<file path="config.mk">
export PLATFORM = sky130hd
export DESIGN_NAME = qeciphy_crc8_framer
export DESIGN_NICKNAME = d
export VERILOG_FILES = /design/src/rtl/qeciphy_crc8_framer.sv
export SDC_FILE = /design/constraint.sdc
export NUM_CORES = 1
export LEC_CHECK = 0
export CAP_MARGIN = 20
export CELL_PAD_IN_SITES_DETAIL_PLACEMENT = 0
export CELL_PAD_IN_SITES_GLOBAL_PLACEMENT = 1
export CORE_MARGIN = 3
export CORE_UTILIZATION = 35
export CTS_CLUSTER_DIAMETER = 40
export DETAILED_ROUTE_END_ITERATION = 6
export PLACE_DENSITY = 0.76
export SLEW_MARGIN = 20
export SYNTH_ARGS = -nofsm -noshare
export SYNTH_HDL_FRONTEND = slang
export SYNTH_SLANG_ARGS = --single-unit
</file>
<file path="constraint.sdc">
create_clock -name clk_i -period 2.05 [get_ports clk_i]
set_input_delay 0.5125 -clock clk_i [delete_from_list [all_inputs] [get_ports clk_i]]
set_output_delay 0.5125 -clock clk_i [all_outputs]
set_load 0.03 [all_outputs]
</file>
<file path="src/rtl/qeciphy_crc8_framer.sv">
// qeciphy_crc8_framer: appends a CRC-8/SMBUS byte after every FRAME_BYTES payload bytes on a byte stream
module qeciphy_crc8_framer #(
  parameter int FRAME_BYTES = 7
) (
  input  logic        clk_i,
  input  logic        rst_i,
  input  logic [7:0]  s_tdata_i,
  input  logic        s_tvalid_i,
  output logic        s_tready_o,
  output logic [7:0]  m_tdata_o,
  output logic        m_tvalid_o,
  output logic        m_tlast_o,
  input  logic        m_tready_i,
  output logic [15:0] frame_cnt_o
);
  typedef enum logic {DATA, CRC} state_t;
  localparam logic [7:0] LAST_IDX = 8'(FRAME_BYTES - 1);
  state_t state, state_nxt;
  logic [7:0] acc, cnt, crc_nxt;
  logic out_free, accept, last_byte;
  function automatic logic [7:0] crc8_byte(input logic [7:0] c, input logic [7:0] d);
    logic [7:0] r;
    r = c ^ d;
    for (int k = 0; k < 8; k++) r = r[7] ? ({r[6:0], 1'b0} ^ 8'h07) : {r[6:0], 1'b0};
    return r;
  endfunction
  always_comb begin
    out_free   = !m_tvalid_o || m_tready_i;
    s_tready_o = !rst_i && state == DATA && out_free;
    accept     = s_tvalid_i && s_tready_o;
    last_byte  = cnt == LAST_IDX;
    crc_nxt    = crc8_byte(acc, s_tdata_i);
    state_nxt  = (accept && last_byte) ? CRC : (state == CRC && out_free) ? DATA : state;
  end
  always_ff @(posedge clk_i) state <= rst_i ? DATA : state_nxt;
  always_ff @(posedge clk_i) begin
    if (rst_i) begin
      m_tdata_o   <= 8'h00;
      m_tvalid_o  <= 1'b0;
      m_tlast_o   <= 1'b0;
      acc         <= 8'h00;
      cnt         <= 8'h00;
      frame_cnt_o <= 16'h0000;
    end else if (accept) begin
      m_tdata_o  <= s_tdata_i;
      m_tvalid_o <= 1'b1;
      m_tlast_o  <= 1'b0;
      acc        <= crc_nxt;
      cnt        <= last_byte ? 8'h00 : cnt + 8'h01;
    end else if (state == CRC && out_free) begin
      m_tdata_o   <= acc;
      m_tvalid_o  <= 1'b1;
      m_tlast_o   <= 1'b1;
      acc         <= 8'h00;
      frame_cnt_o <= frame_cnt_o + 16'h0001;
    end else if (m_tready_i) begin
      m_tvalid_o <= 1'b0;
      m_tlast_o  <= 1'b0;
    end
  end
endmodule

</file>
======== Yosys cells after proc, flatten, opt, wreduce, memory -nomap -nowiden ========
Cells that the tools add are included.
word-level totals
  word-level logic and storage cells ...... 53
  flip-flop bits (word level) ............. 43
  output and inout bits ................... 27
  input port bits ......................... 12
cells by class
  bitwise gates (word level) .............. 11
  add/subtract/negate cells ............... 2
  reduce and logical (&&, ||, !) cells .... 14
  mux-type cells .......................... 18
  eq/ne operators ......................... 1
operator list
  operator                                                               count
  8-bit 2-to-1 mux                                                       5
  3-bit 2-to-1 mux                                                       8
  3-bit inverter                                                         8
  16-bit by 1-bit adder with 16-bit output, second input constant        1
  8-bit by 1-bit adder with 8-bit output, second input constant          1
  8-bit by 3-bit equality test with 1-bit output, second input constant  1
  8-bit bitwise XOR                                                      1
  2-bit nonzero test                                                     3
  1-bit logical AND                                                      5
  1-bit 2-to-1 mux                                                       5
  3-bit nonzero test                                                     1
  1-bit zero test                                                        2
  1-bit inverter                                                         2
  2-bit AND reduction                                                    1
  2-bit OR reduction                                                     1
  1-bit logical OR                                                       1

======== Logic depth before layout (Yosys ltp) ========
  word-level depth ........................ 18
  depth in mapped cells ................... 6
  mapped depth without buffers ............ 6

======== Worst setup path before layout ========
OpenSTA, ideal clock, no wires.
  path type ............................... reg2reg
  start point ............................. reg frame_cnt_o[6]
  end point ............................... reg frame_cnt_o[14]
  setup time .............................. 0.121 ns
  slack ................................... 0.233 ns
  required time ........................... 1.929 ns
  arrival ................................. 1.697 ns
  clock period less this slack ............ 1.817 ns
  path buffers ............................ 1
  stages on the path, launching flop included .. 6
  cells stage by stage .................... dfxtp_1 > nand4_1 > or2_0 > clkbuf_2 > nor4_1 > mux2_2
on the way
  cells in the longest elaborated chain, start to end .. 1
ends and longest elaborated chain
  item                                      line  source
  from (decl)                               14    output logic [15:0] frame_cnt_o
  from (signal assigned)                    55    frame_cnt_o <= frame_cnt_o + 16'h0001;
  16-bit by 1-bit adder with 16-bit output  55
No other way between the ends.
A chain may end at the register's enable or synchronous reset.

======== Worst setup path in the final report ========
  start point ............................. in rst_i
  end point ............................... out s_tready_o
on the way
  cells in the longest elaborated chain, start to end .. 3
ends and longest elaborated chain
  item                             line  source
  from (decl)                      6     input logic rst_i,
  1-bit zero test                  29    s_tready_o = !rst_i && state == DATA && out_free;
  1-bit logical AND (2 in series)  29
  to (decl)                        9     output logic s_tready_o,
No other way between the ends.

==> impl_metrics.toml <==
[timing]
setup_viol = 0
fmax_mhz = 492
hold_viol = 0
tns_ps = 0
hold_ws_ps = 472
post-route-period-util_pct = 99.2
maxSlewHeadroom_pct = 76.3
tightest_slew_ps = 355
skew_ps = 4.33
fin_crit_ps = 2030
setup_slack_ps = 17.3
drv_slew = 0

[hold_path]
hold_depth = 2
hold_path_class = "reg2reg"

[setup_path]
cp_data_required_time_ps = 1540
critPathMaxStageDelay_ps = 520
critical_path.max_fanout = 3
timing.rr.end = "frame_cnt_o[14]"
crit_arrival_ps = 1520
r2r-start = "frame_cnt_o[6]"
crit_start = "rst_i"
end_kind = "output port"
crit_type = "in2out"
path_cells = "clkdlybuf4s50_1 -> nor2_2 -> buf_4 -> and2_4 -> buf_6"
crit_end = "s_tready_o"
reg2reg_slack_ps = 320
reg2reg_depth = 4
startpoint_type = "primary input"
cp_slowest_cell = "clkdlybuf4s50_1"

[floorplan]
initial_core_util_pct = 36.7
die_h_um = 85.2
dieArea_um2 = 7260
coreArea_um2 = 5990
die_w_um = 85.2
pin_count = 39
core.rowCount = 28

[place]
hpwl_um = 3790
dp_cells = 379
routabilityCongestion = 0.775
portBuffers = 38
post-place-ws_ps = -184

[logic_synthesis]
synth_area_leaders = "dfxtp_1 (39%), a21oi_1 (6.2%), xnor3_1 (6.2%)"
yosysWarnings = 0
yosysTopAreaCellShare_pct = 39.2
synth-edff-count = 0
synth_seq_cells = 43
avgSynthCellArea_um2 = 9.04
syn_nets = 258
ys_top_cells_by_count = "dfxtp_1 (43), a21oi_1 (27), nand3_1 (21), nor2_1 (13), xnor2_1 (12)"
yosysTopAreaCell = "dfxtp_1"
seq_area_frac_synth_pct = 39.2
synth_ff_type = "dfxtp_1"
syn_inst = 243
netlist_area_um2 = 2200
yosysUniqueCellTypes = 39
postSynth.asyncResetShare_pct = 0
yosysMostFrequentCell = "dfxtp_1"

[drt]
vias = 1999
drt_first_pass_iters = 4
ant_nets = 0
routed_wl_um = 5130
first_iter_violations = 98
avgRoutedWirePerCell_um = 13.3
via_per_inst = 5.18
drc = 0

[pwr]
irDropWorstVdd_mv = 0.551
power.density_nw_per_um2 = 759
p_leak_nw = 1.13

[final_layout]
num_antenna_cells = 0
area_growth_pct = 37.0
final_cells = 386
final_util_pct = 50.3
nets = 325
drive_above_1_share_pct = 17.0

[grt]
grt_pass1_vias = 1882
gr-usage-all-layers_pct = 14.7
gr-total-overflow = 0
grt_max_degree = 21
antenna_found_initial = 0
grt_first_pass_wirelength_um = 8780

[clock_tree]
holdBufCountCts = 0
cts_tree = "done"
clock_sinks = 43
cts.reportedPaths.clkPinSlew_ps = 80
cts_setup_buffers = 0
htreeDepth = 2
clk_latency_ps = 290
max-clock-path-buffers = 2
cts_buffers = 5
ctsRootBufferMaster = "clkbuf_8"

[run_status]
status = "completed"

[job]
cap_violations = 0
[per-layer routing]
metal  up-vias  GRT usage [%]  share of wire, %
li1       1014              -                 -
met1       937           19.9                47
met2        42           23.9                47
met3         6           2.62               4.3
met4         0           4.32               1.1
met5         -              0                 0
[critical path, delay by kind of cell]
family        cells  cell delay (ps)
buf+inv           3              800
simple gates      2              210
[per-stage QoR]
stage	cell area, µm²	power (mW)
CTS	3010	2.32
global route	3010	2.44
global placement	2900	1.69
floorplan	2200	1.47
finish	3010	2.28
detailed placement	2900	1.70
[sequential cells by signal, indices dropped and copies added (netlist names)]
name and flops:
acc 8, m_tdata_o 8, m_tvalid_o 1, cnt 8, m_tlast_o 1, frame_cnt_o 16
state 1
[where the power goes]
part | switching [mW] | leakage [nW] | total, mW | internal (mW)
clock | 0.299 | 0.0505 | 0.606 | 0.307
sequential | 0.0692 | 0.349 | 0.970 | 0.901
combinational | 0.270 | 0.731 | 0.708 | 0.439
total | 0.638 | 1.13 | 2.28 | 1.65
[area by class of cell]
class | count | area [µm²]
inverter | 6 | 22.5
tap | 75 | 93.8
clock buffer | 7 | 96.3
fill | 558 | 2980
multi-input combinational | 181 | 1270
sequential | 43 | 861
timing repair buffer | 73 | 657
clock inverter | 1 | 7.51
[logic make-up (layout without fill, tap and decap cells)]
group                    after synthesis  in the layout  share of synthesized area [%]
AND/OR/NAND/NOR                       92             92                           23.2
AO/OA/AOI/OAI                         57             57                           15.5
flip-flops                            43             43                           39.2
XOR/XNOR                              27             27                           15.9
buffers and inverters                 19             87                           3.47
adder cells (fa/ha/maj)                3              3                           1.71
multiplexers                           2              2                           1.02
[worst min path at each step]
stage            startpoint      endpoint  slack (ps)
6_report       m_tdata_o[0]  m_tdata_o[0]         470
5_1_grt        m_tdata_o[0]  m_tdata_o[0]         490
4_1_cts        m_tdata_o[0]  m_tdata_o[0]         480
3_5_place_dp   m_tdata_o[0]  m_tdata_o[0]         460
3_3_place_gp   m_tdata_o[2]  m_tdata_o[2]         460
2_1_floorplan        cnt[6]        cnt[6]         470
[cell usage in the layout (no fill, tap or decap), types with 2 or more instances in the layout]
cell	Yosys	layout
a21oi_1	27	27
a22oi_1	8	8
and2_1	4	3
and3_1	5	5
buf_4	0	34
clkbuf_8	0	7
clkdlybuf4s50_1	0	37
dfxtp_1	43	43
ha_1	3	3
inv_1	6	6
mux2_2	2	2
nand2_1	9	9
nand3_1	21	21
nand4_1	9	9
nor2_1	13	12
nor2b_1	6	6
nor3_1	3	3
nor4_1	2	2
o21ai_0	10	10
o31ai_1	6	6
or3_1	11	11
or4_1	4	4
xnor2_1	12	12
xnor2_2	2	2
xnor3_1	6	6
xor2_1	6	6
[what timing repair did]
action / 4_1_cts / 5_1_grt
setup endpoints to repair: 1 / 1
cloned: 0 / 0
gates resized for setup: 3 / 1
hold endpoints to repair: 0 / 0
(Power assumes the default switching activity.)
